File: src/rtl/parity_rr_sched.sv
// parity_rr_sched
//   Shares one parity-append stage between NREQ byte requesters. A round-robin
//   arbiter grants one pending request per transfer. The granted byte is
//   registered together with its parity bit as {parity, byte}, and the word is
//   presented to the consumer through a valid/ready handshake.
//
// Ports
//   clk       rising-edge clock
//   rst       synchronous, active-high reset
//   req       req[i]=1: requester i has a byte pending
//   req_data  byte i at [i*DW +: DW]
//   gnt       one-hot grant; gnt[i]=1 means byte i is captured at this edge
//   o_valid   o_data/o_src hold a word
//   o_ready   consumer accepts the word when o_valid && o_ready
//   o_data    [DW] parity bit, [DW-1:0] captured byte
//   o_src     index of the requester that produced o_data
//   o_count   number of accepted words, wraps at 16 bits
module parity_rr_sched #(
    parameter int NREQ = 4,
    parameter int DW   = 8,
    parameter int ODD  = 0,
    localparam int SW  = (NREQ > 1) ? $clog2(NREQ) : 1
) (
    input  logic                 clk,
    input  logic                 rst,
    input  logic [NREQ-1:0]      req,
    input  logic [NREQ*DW-1:0]   req_data,
    output logic [NREQ-1:0]      gnt,
    output logic                 o_valid,
    input  logic                 o_ready,
    output logic [DW:0]          o_data,
    output logic [SW-1:0]        o_src,
    output logic [15:0]          o_count
);

    typedef enum logic {
        IDLE = 1'b0,
        FULL = 1'b1
    } state_t;

    state_t          state_q;
    state_t          state_d;
    logic [SW-1:0]   ptr_q;
    logic [SW-1:0]   sel;
    logic [DW-1:0]   byte_sel;
    logic            can_load;
    logic            load;
    logic            accept;
    logic            found;
    int              idx;

    function automatic logic par_of(input logic [DW-1:0] b);
        return (ODD != 0) ? ~^b : ^b;
    endfunction

    assign o_valid  = (state_q == FULL);
    assign can_load = !o_valid || o_ready;
    assign accept   = o_valid && o_ready;

    // Round-robin search starts one past the last granted requester, so the
    // most recently served requester has the lowest priority next time.
    always_comb begin
        gnt   = '0;
        sel   = '0;
        found = 1'b0;
        idx   = 0;
        if (!rst && can_load) begin
            for (int k = 1; k <= NREQ; k++) begin
                idx = (int'(ptr_q) + k) % NREQ;
                if (!found && req[idx]) begin
                    found    = 1'b1;
                    gnt[idx] = 1'b1;
                    sel      = SW'(idx);
                end
            end
        end
    end

    assign load     = found;
    assign byte_sel = req_data[int'(sel)*DW +: DW];

    // A load on an accepting edge keeps the stage FULL, sustaining one word
    // per cycle.
    always_comb begin
        state_d = state_q;
        if (load) begin
            state_d = FULL;
        end else if (accept) begin
            state_d = IDLE;
        end
    end

    always_ff @(posedge clk) begin
        if (rst) begin
            state_q <= IDLE;
            ptr_q   <= SW'(NREQ - 1);
            o_data  <= '0;
            o_src   <= '0;
            o_count <= '0;
        end else begin
            state_q <= state_d;
            if (load) begin
                o_data <= {par_of(byte_sel), byte_sel};
                o_src  <= sel;
                ptr_q  <= sel;
            end
            if (accept) begin
                o_count <= o_count + 16'd1;
            end
        end
    end

endmodule

File: config.mk
export PLATFORM = sky130hd
export DESIGN_NAME = parity_rr_sched
export DESIGN_NICKNAME = d
export VERILOG_FILES = /design/src/rtl/parity_rr_sched.sv
export SDC_FILE = /design/constraint.sdc
export NUM_CORES = 1
export LEC_CHECK = 0
export ABC_AREA = 1
export ABC_CLOCK_PERIOD_IN_PS = 3200
export CORE_MARGIN = 2
export CORE_UTILIZATION = 50
export CTS_BUF_LIST = sky130_fd_sc_hd__clkbuf_8
export CTS_CLUSTER_SIZE = 10
export DETAILED_ROUTE_END_ITERATION = 6
export DONT_BUFFER_PORTS = 1
export PLACE_DENSITY = 0.74
export SETUP_SLACK_MARGIN = 0.1
export SYNTH_ARGS = -nofsm -noshare
export SYNTH_HDL_FRONTEND = slang
export SYNTH_SLANG_ARGS = --single-unit
File: constraint.sdc
create_clock -name clk -period 3.2 [get_ports clk]
set_input_delay 0.32 -clock clk [delete_from_list [all_inputs] [get_ports clk]]
set_output_delay 0.32 -clock clk [all_outputs]
set_load 0.1 [all_outputs]
## Word level (Yosys, flattened, before mapping)

Index checks and enable logic that the tools add are counted.

| operators by class | value |
|---|---|
| multiplexer cells | 43 |
| add/sub/neg operators | 5 |
| bitwise operators | 7 |
| magnitude comparators | 8 |
| shift-type cells | 1 |
| reduce and logical (&&, ||, !) cells | 21 |

Operators by type and width:

| cell | number |
|---|---|
| $mux W4 | 8 |
| $shiftx A32 B6 Y8 | 1 |
| $mux W1 | 22 |
| $add A16 B1 Y16 const B | 1 |
| $lt A3 B4 Y1 const B | 4 |
| $ge A3 B1 Y1 const B | 4 |
| $or A4 B4 Y4 | 3 |
| $mux W2 | 5 |
| $logic_and A1 B1 Y1 | 9 |
| $bmux W1 S2 | 4 |
| $demux W1 S2 | 4 |
| $reduce_or A2 Y1 | 4 |
| $reduce_xor A8 Y1 | 1 |
| $logic_not A1 Y1 | 5 |
| $add A2 B1 Y2 const B | 2 |
| $add A2 B2 Y2 const B | 2 |
| $and A1 B1 Y1 const A | 4 |
| $reduce_bool A2 Y1 | 1 |
| $logic_or A1 B1 Y1 | 1 |

| word-level totals | value |
|---|---|
| output and inout port bits | 32 |
| bits of input ports | 39 |
| logic and storage cells | 90 |
| bits in registers | 30 |

## Logic depth before layout (Yosys ltp)

Gate-level depths: netlist (run 1).

| depth | value |
|---|---|
| word-level depth | 22 |
| mapped depth | 25 |
| gate-level depth less buffers | 24 |

## Worst setup path after synthesis (run 1)

No wires, ideal clock.

| timing path | value |
|---|---|
| kind | register -> register |
| start point | register o_count[1] |
| end point | register o_count[14] |
| slack | 454 ps |
| arrival | 2619 ps |
| setup time | 127 ps |
| cell stages (with the launch flop) | 14 |
| path through | dfxtp_1 -> ha_1 -> inv_1 -> nor3_1 -> nand2_1 -> nor3_1 -> inv_1 -> nor2_1 -> inv_1 -> nor3_1 -> inv_1 -> nor4_1 -> xnor2_1 -> nor2_1 |

| on the way | value |
|---|---|
| word-level cells in the longest chain between the ends | 1 |

Ends and longest elaborated chain:

| element | RTL line | source |
|---|---|---|
| from (decl) | 33 | `output logic [15:0] o_count` |
| from (signal assigned) | 108 | `o_count <= o_count + 16'd1;` |
| $add A16 B1 Y16 | 108 |  |

Every way passes these cells.
A chain may end at the register's enable or synchronous reset.

## Worst setup path in the final report (run 1)

| timing path | value |
|---|---|
| start point | register ptr_q[1] |
| end point | register o_data[8] |

| on the way | value |
|---|---|
| word-level cells in the longest chain between the ends | 20 |
| elaborated cells on any way between the ends | 37 |

Ends and longest elaborated chain:

| element | RTL line | source |
|---|---|---|
| from (decl) | 43 | `logic [SW-1:0] ptr_q;` |
| from (signal assigned) | 96 | `ptr_q <= SW'(NREQ - 1);` |
| from (signal assigned) | 105 | `ptr_q <= sel;` |
| $add A2 B1 Y2 | 69 | `idx = (int'(ptr_q) + k) % NREQ;` |
| $bmux W1 S2 | 70 | `if (!found && req[idx]) begin` |
| $mux W1 (not written as such) (2 in a row) | 70 |  |
| $mux W1 | 70 |  |
| $mux W1 | 67 | `if (!rst && can_load) begin` |
| $logic_not A1 Y1 | 70 |  |
| $logic_and A1 B1 Y1 | 70 |  |
| $mux W1 | 70 |  |
| (+3 left out) | -- |  |
| $mux W1 | 70 |  |
| $mux W1 | 67 |  |
| $logic_not A1 Y1 | 70 |  |
| $logic_and A1 B1 Y1 | 70 |  |
| $mux W2 | 70 |  |
| $mux W2 | 67 |  |
| $shiftx A32 B6 Y8 | 80 | `assign byte_sel = req_data[int'(sel)*DW +: DW];` |
| $reduce_xor A8 Y1 | 53 | `return (ODD != 0) ? ~^b : ^b;` |
| to (signal assigned) | 103 | `o_data <= {par_of(byte_sel), byte_sel};` |
| to (decl) | 31 | `output logic [DW:0] o_data,` |

Several ways; a longest one is shown, not always the timed one. The select of a mux whose other input is x is not followed.

==> results of run 1 <==
[per-layer routing]
metal	vias up	GRT usage (%)	routed length, µm
met5	-	0	0
met4	0	5.95	61
met3	6	4.61	376
met2	84	35.3	2590
met1	1093	25.5	2630
li1	1311	-	-
[state kept, by name, indices dropped and copies added (netlist names)]
name / flops
o_count: 16
o_data: 9
o_src: 2
ptr_q: 2
o_valid: 1
[cell usage in the layout, fill, tap and decap left out, types with 2 or more instances in the layout]
cell type  count
a21oi_1       13
o21ai_0       27
nand2_2       12
a22oi_1        3
nor2_1        18
nand2_1      139
nor3_1         9
inv_2          4
nor2_4         2
dfxtp_1       29
ha_1           8
inv_1         59
nand2_4        5
nor4_1         2
nand3_1       45
clkbuf_8       8
buf_4         21
[area by class of cell]
type,count,area [µm²]
fill,483,2010
multi-input combinational,300,1540
timing repair buffer,21,158
inverter,65,251
tap,67,83.8
clock buffer,8,110
sequential,30,602
[synth_stat cells, types with 5 or more instances]
cell type    n  share of area (%)
nor2_1      18                2.7
ha_1         9                4.6
o21ai_0     27                5.5
dfxtp_1     30                 24
buf_6        6                2.7
nand2_4      6                2.7
nor3_1       9                1.8
nand2_2     12                3.0
nand3_1     45                9.1
a21oi_1     13                2.6
clkbuf_1     5               0.76
inv_1       60                9.1
nand2_1    139                 21
[worst paths after layout]
| path | start | end | cells past startpoint |
|---|---|---|---|
| worst max register to register | ptr_q[1] | o_data[8] | 23 |
| worst min register to register | o_count[3] | o_count[3] | 2 |
| worst max-delay path | ptr_q[1] | o_data[8] | 23 |
| worst min-delay path | rst | o_src[0] | 1 |
[per-stage QoR]
step	cell area, µm²	util, %
after floorplan	2470	-
after global placement	2620	55.0
after detailed placement	2620	55.0
after CTS	2730	57.3
after global routing	2750	57.8
final	2750	57.8
[kinds of logic after synthesis]
family | Yosys count | share of synthesized area, %
AOI/OAI and AO/OA | 49 | 11.3
DFF | 30 | 24.3
and+or+nand+nor | 239 | 45.1
adders and majority gates | 9 | 4.56
buffers and inverters | 77 | 14.0
xor gates and xnor gates | 2 | 0.710
[critical path: cells and delay by family, from the launching register on]
kind | cells | cell delay, ns
DFF | 1 | 0.41
adders and majority gates | 1 | 0.39
and+or+nand+nor | 16 | 1.29
buffers and inverters | 5 | 0.41
AOI/OAI and AO/OA | 1 | 0.22
[repair_timing]
item | in CTS | in global routing
buffers inserted | 0 | 0
endpoints found under the setup margin | 0 | 4
resized for setup | 0 | 5
==> impl_metrics.tcl, run 1 <==
set metrics [dict create \
    status "complete, no violations" \
    syn_inst 406 \
    io_pins 71 \
    finalCritPeriodShare_pct 88.3 \
    routedWlPerCell_um 11.5 \
    critPathArrivalTime_ns 3.00 \
    hp-class "primary input to flip-flop" \
    clk_pin_slew_ns 0.06 \
    hpwlAfterDp_mm 4.37 \
    synth_fp_nets 454 \
    insertedDiodeCount 0 \
    cp_common_cell "nand2_1" \
    setup_violations 0 \
    overflow 0 \
    start_util_pct 51.9 \
    final.setup_skew_ns 0.00243 \
    yosys_warnings 0 \
    yosysUniqueCellTypes 35 \
    r2r_slack_ns 0.37 \
    vias_per_cell 5.08 \
    grt_pass1_wl_mm 9.09 \
    cp_data_required_time_ns 3.38 \
    h-tree-depth 2 \
    die_h_um 74.2 \
    cp-end-kind "flip-flop" \
    vias 2494 \
    place_congestion 0.909 \
    grt_use_total_pct 20.4 \
    drtPass1Iterations 5 \
    relSlewSlack_pct 32.1 \
    finalWorstSetupSlack_ns 0.373 \
    async_reset_ff_share_pct 0 \
    timing.setup.tns_ns 0 \
    fp-row-count 25 \
    cts_tree "yes" \
    drtAntennaViolNets 0 \
    final_cells 491 \
    seq_area_frac_synth_pct 24.3 \
    clockBufferDepth 2 \
    finalHoldWorstSlack_ns 0.109 \
    holdBufCountCts 0 \
    final_nets 471 \
    die_x_um 74.2 \
    report.final.slew_viol_count 0 \
    path_max_fanout 24 \
    cts_root_buf "clkbuf_8" \
    start_kind "flip-flop" \
    grt_antenna_before_repair 0 \
    slowest_stage "dfxtp_2" \
    grt_pass1_vias 2166 \
    synth.avg_cell_area_um2 6.08 \
    place_ws_ns 0.172 \
    clock_sink_count 30 \
    totalWireLength_mm 5.65 \
    synth_edf_count 0 \
    netlist_area_um2 2470 \
    path_cells "inv_2 -> ha_2 -> inv_1 -> nand3_1 -> nand2_2 -> o21ai_0 -> nand2_1 -> nand2_2 -> inv_1 -> nand2_8 -> nand2_1 -> nand2_1 -> nand2_1 -> nand2_1 -> nand2_1 -> nand2_2 -> inv_2 -> nand2_1 -> nand2_1 -> nand2_1 -> nand3_1 -> nand2_1 -> inv_1" \
    die_area_um2 5510 \
    cts_inserted_buffers 5 \
    cpPeakStageDelay_ns 0.41 \
    critPathKind "flip-flop to flip-flop" \
    min_period_ns 2.83 \
    route.detailed.drc 0 \
    layout-area-overhead-vs-synth_pct 11.4 \
    port_buffers 0 \
    max_freq_ghz 0.354 \
    synth_ff_type "dfxtp_1" \
    yosys_register_bits 30 \
    rsz0062_at_grt "false" \
    final_hold_viol_count 0 \
    dp_cells 482 \
    core_area_um2 4750 \
    drt_iter0_drc 92 \
    tightest_slew_ns 1.02 \
    grt_max_degree 25 \
    layout-drive-gt1-share_pct 14.9 \
    clk_latency_ns 0.27 \
    maxCapViolCount 0 \
]
Power of run 1 is not shown: default switching activity piles up to over one toggle a cycle in this logic, so the estimate is an artifact.
==> inputs of run 2 (changes only) <==
Settings changed: ABC_AREA 1 to not set, CTS_CLUSTER_SIZE 10 to 20.
==> impl_metrics.tcl, run 2 <==
set metrics [dict create \
    synth.avg_cell_area_um2 9.08 \
    die_area_um2 4500 \
    routedWlPerCell_um 14.8 \
    yosys.area.top_type "dfxtp_1" \
    report.final.slew_viol_count 0 \
    r2r_slack_ns 0.24 \
    grt_use_total_pct 19.6 \
    critPathKind "flip-flop to flip-flop" \
    max_freq_ghz 0.337 \
    hp-class "primary input to flip-flop" \
    critPathArrivalTime_ns 3.13 \
    maxCapViolCount 0 \
    largest-register "o_count" \
    fp-row-count 22 \
    vias_per_cell 5.54 \
    clock_sink_count 30 \
    insertedDiodeCount 0 \
    setup_violations 0 \
    io_pins 71 \
    clockBufferDepth 2 \
    clk_pin_slew_ns 0.06 \
    drtPass1Iterations 4 \
    cp_common_cell "xnor2_1" \
    grt_max_degree 32 \
    critical_path.top_delay_family "multiplexers" \
    place_congestion 0.814 \
    finalCritPeriodShare_pct 92.7 \
    netlist_area_um2 1990 \
    drtAntennaViolNets 0 \
    holdBufCountCts 0 \
    layout-area-overhead-vs-synth_pct 15.5 \
    yosysUniqueCellTypes 36 \
    route.detailed.drc 0 \
    seq_area_frac_synth_pct 30.2 \
    cp-end-kind "flip-flop" \
    hpwlAfterDp_mm 3.12 \
    grt_pass1_vias 1552 \
    largest_register_ffs 16 \
    timing.setup.tns_ns 0 \
    synth_most_common_cell "dfxtp_1" \
    totalWireLength_mm 4.24 \
    cpPeakStageDelay_ns 0.52 \
    synth_fp_nets 267 \
    largest_registers "o_count: 16 flops, o_data: 9 flops" \
    final_nets 286 \
    synth_commonest_cells "30 x dfxtp_1, 26 x nor2_1, 23 x nand2_1, 13 x nand2b_1, 12 x xor2_1" \
    cp_data_required_time_ns 3.36 \
    relSlewSlack_pct 24.9 \
    path_max_fanout 7 \
    final.setup_skew_ns 0.00731 \
    layout-drive-gt1-share_pct 25.1 \
    cts_root_buf "clkbuf_8" \
    slowest_stage "mux4_2" \
    tightest_slew_ns 1.12 \
    power_density_nw_per_um2 685 \
    status "complete, no violations" \
    power_mw 1.57 \
    path_cells "inv_2 -> ha_4 -> mux4_2 -> nor2b_2 -> nor2_1 -> o32ai_4 -> buf_4 -> mux4_2 -> xnor2_1 -> xnor2_1 -> xnor2_1 -> o21ai_1" \
    synth_top_cell_area_share_pct 30.2 \
    yosys_warnings 0 \
    p_leak_nw 0.923 \
    cts_inserted_buffers 5 \
    grt_pass1_wl_mm 6.71 \
    drt_iter0_drc 62 \
    grt_antenna_before_repair 0 \
    synth.area.top_cells "dfxtp_1 30%, mux4_1 11%, ha_1 5.7%, xor2_1 5.3%, nor2_1 4.9%" \
    min_period_ns 2.96 \
    final_hold_viol_count 0 \
    start_kind "flip-flop" \
    port_buffers 0 \
    synth_edf_count 0 \
    synth_ff_type "dfxtp_1" \
    die_x_um 67.1 \
    layout_commonest_cell "dfxtp_1" \
    vias 1590 \
    clk_latency_ns 0.27 \
    yosys_register_bits 30 \
    cp_num_buf_inv 2 \
    async_reset_ff_share_pct 0 \
    core_area_um2 3740 \
    start_util_pct 53.1 \
    rsz0062_at_grt "false" \
    syn_inst 219 \
    overflow 0 \
    die_h_um 67.1 \
    h-tree-depth 2 \
    ir_worst_vdd_mv 0.296 \
    cts_tree "yes" \
    final_cell_mix "28 x dfxtp_1, 26 x nor2_1, 25 x buf_4" \
]
-- run 2: logic make-up after synthesis --
kind of cell | count (synthesis) | share of synthesized area, %
xor+xnor | 21 | 9.25
compound gates | 37 | 13.4
buf+inv | 20 | 4.21
mux | 17 | 16.4
fa+ha+maj | 9 | 5.66
flops | 30 | 30.2
simple gates | 85 | 20.9
-- run 2: path summary, 6_finish.rpt --
| path | from | cells after the start | to |
|---|---|---|---|
| worst max-delay path | ptr_q[1] | 12 | o_data[8] |
| worst min-delay path | rst | 1 | o_src[0] |
| worst max register to register | ptr_q[1] | 12 | o_data[8] |
| worst min register to register | o_valid | 2 | o_valid |
-- run 2: timing repair --
action | 4_1_cts | 5_1_grt
gates resized for setup | 0 | 3
buffers inserted | 2 | 0
pin swaps | 1 | 2
endpoints found under the setup margin | 1 | 1
hold endpoints to repair | 0 | 0
-- run 2: power breakdown --
part           internal [mW]  switching, mW  total (mW)
clock network          0.173          0.140       0.313
logic                  0.278          0.342       0.620
registers              0.413          0.229       0.642
total                  0.864          0.711        1.57
-- run 2: layer usage --
metal | routed length, µm | global-route usage [%] | vias up
met2 | 2100 | 33.0 | 52
met3 | 319 | 7.43 | 4
met1 | 1780 | 22.8 | 739
met4 | 38 | 5.87 | 0
li1 | - | - | 795
met5 | 0 | 0 | -
-- run 2: through the flow --
stage	setup slack (ns)	utilization (%)	hold slack [ns]	cells	area (µm²)
after floorplan	0.100	-	0.500	219	2010
after global placement	0.131	58.1	0.397	277	2170
after detailed placement	0.0383	58.1	0.403	277	2170
after CTS	0.103	61.0	0.106	287	2280
after global routing	0.109	61.4	0.0933	287	2300
final	0.235	61.4	0.123	287	2300
-- run 2: layout make-up --
class / count / area (µm²)
clock inverter: 2 / 11.3
inverter: 6 / 22.5
fill: 347 / 1450
tap: 48 / 60.1
timing repair buffer: 26 / 199
clock buffer: 6 / 82.6
multi-input combinational: 169 / 1320
sequential: 30 / 606
(Power assumes the default switching activity.)
==> inputs of run 3 (changes only) <==
Settings changed: PLACE_DENSITY 0.74 to not set.
==> impl_metrics.tcl, run 3 (synthesis results as in run 2) <==
set metrics [dict create \
    min_period_ns 3.01 \
    timing.setup.tns_ns 0 \
    overflow 0 \
    cp-end-kind "flip-flop" \
    status "complete, no violations" \
    layout-area-overhead-vs-synth_pct 18.4 \
    path_cells "buf_4 -> or3b_1 -> a211oi_2 -> o21ai_2 -> a31oi_4 -> clkbuf_16 -> mux4_2 -> xnor2_2 -> xnor2_1 -> xnor2_1 -> o21ai_1" \
    io_pins 71 \
    clockBufferDepth 2 \
    cpPeakStageDelay_ns 0.54 \
    clock_sink_count 30 \
    maxCapViolCount 0 \
    ir_worst_vdd_mv 0.330 \
    layout-drive-gt1-share_pct 26.4 \
    grt_max_degree 32 \
    grt_antenna_before_repair 0 \
    final.setup_skew_ns 0.00602 \
    cts_tree "yes" \
    largest-register "o_count" \
    die_h_um 67.1 \
    h-tree-depth 2 \
    finalHoldWorstSlack_ns 0.103 \
    die_area_um2 4500 \
    vias 1587 \
    final_cell_mix "28 x dfxtp_1, 26 x nor2_1, 23 x nand2_1, 23 x buf_4, 13 x nand2b_1" \
    port_buffers 0 \
    worst_r2r_path_depth 11 \
    tightest_slew_ns 1.03 \
    cts_inserted_buffers 5 \
    cp_num_buf_inv 2 \
    drt_iter0_drc 109 \
    final_hold_viol_count 0 \
    drtAntennaViolNets 0 \
    start_util_pct 53.1 \
    setup_violations 0 \
    power_switching_uw 735 \
    r2r_slack_ns 0.19 \
    routedWlPerCell_um 16.3 \
    cp_data_required_time_ns 3.37 \
    cts_root_buf "clkbuf_8" \
    critical_path.top_delay_family "compound AO/OA/AOI/OAI gates" \
    cp_common_cell "xnor2_1" \
    drtPass1Iterations 4 \
    relSlewSlack_pct 30.9 \
    max_freq_ghz 0.333 \
    pwr-share-seq_pct 39.6 \
    hpwlAfterDp_mm 3.43 \
    finalCritPeriodShare_pct 94.0 \
    hold_depth 1 \
    clockPowerShare_pct 19.8 \
    hp-class "primary input to flip-flop" \
    grt_pass1_wl_mm 7.30 \
    place_congestion 0.829 \
    fp-row-count 22 \
    clk_latency_ns 0.28 \
    path_depth 11 \
    p_sw_share_pct 45.3 \
    power_density_nw_per_um2 689 \
    vias_per_cell 5.53 \
    num-fill-cells 320 \
    clk_pin_slew_ns 0.07 \
    power.internal_uw 886 \
    die_x_um 67.1 \
    slowest_stage "mux4_2" \
    largest_registers "o_count: 16 flops, o_data: 9 flops" \
    final_nets 286 \
    report.final.slew_viol_count 0 \
    layout_commonest_cell "dfxtp_1" \
    critPathKind "flip-flop to flip-flop" \
    path_max_fanout 14 \
    core_area_um2 3740 \
    totalWireLength_mm 4.67 \
    rsz0062_at_grt "false" \
    grt_use_total_pct 21.8 \
    insertedDiodeCount 0 \
    largest_register_ffs 16 \
    comb_power_share_pct 40.6 \
    start_kind "flip-flop" \
    p_leak_nw 0.937 \
    route.detailed.drc 0 \
    grt_pass1_vias 1552 \
    critPathArrivalTime_ns 3.18 \
]
==> run 3: changes by cell type in the layout (fill, tap and decap cells not counted), sizes merged <==
cell	previous run	this run
inv	7	6
buf	26	25
clkbuf	6	7
clkinvlp	0	1
==> run 3: per-stage QoR <==
| stage | power [mW] | utilization (%) | std cells | cell area, µm² | worst slack (ns) |
|---|---|---|---|---|---|
| after floorplan | 1.17 | - | 219 | 2010 | 0.100 |
| after global placement | 1.23 | 57.9 | 276 | 2170 | 0.127 |
| after detailed placement | 1.24 | 57.9 | 276 | 2170 | 0.0158 |
| after CTS | 1.59 | 61.5 | 286 | 2300 | 0.115 |
| after global routing | 1.71 | 62.9 | 287 | 2350 | 0.0505 |
| final | 1.62 | 62.9 | 287 | 2350 | 0.193 |
==> run 3: final timing paths <==
check,start,end
setup reg to reg,ptr_q[1],o_data[8]
hold reg to reg,o_valid,o_valid
setup / recovery,ptr_q[1],o_data[8]
hold / removal,rst,o_count[8]
==> run 3: final cells by class <==
class	count	area [µm²]	area share [%]
sequential	30	606	25.7
timing repair buffer	26	238	10.1
inverter	6	22.5	0.956
tap	48	60.1	2.55
clock buffer	6	82.6	3.51
clock inverter	2	12.5	0.531
multi-input combinational	169	1330	56.6
==> run 3: timing repair <==
action,in CTS,in global routing
hold buffers,0,0
buffers inserted,2,0
gates resized for setup,0,5
cloned,0,1
setup endpoints to repair,1,1
pin swaps,2,2
==> run 3: routing by layer <==
| metal | part of all wire [%] | vias up | wire, µm | global-route usage (%) |
|---|---|---|---|---|
| met5 | 0 | - | 0 | 0 |
| met4 | 1.5 | 0 | 68 | 8.67 |
| met3 | 7.3 | 7 | 342 | 7.77 |
| met2 | 51 | 50 | 2380 | 34.5 |
| met1 | 40 | 737 | 1880 | 26.8 |
| li1 | - | 793 | - | - |
==> run 3: power groups by stage <==
stage / clock (mW) / combinational, mW / sequential, mW
after detailed placement: 0 / 0.594 / 0.650
after global routing: 0.351 / 0.711 / 0.645
after CTS: 0.329 / 0.623 / 0.642
after floorplan: 0 / 0.505 / 0.668
after global placement: 0 / 0.580 / 0.649
final: 0.321 / 0.659 / 0.641
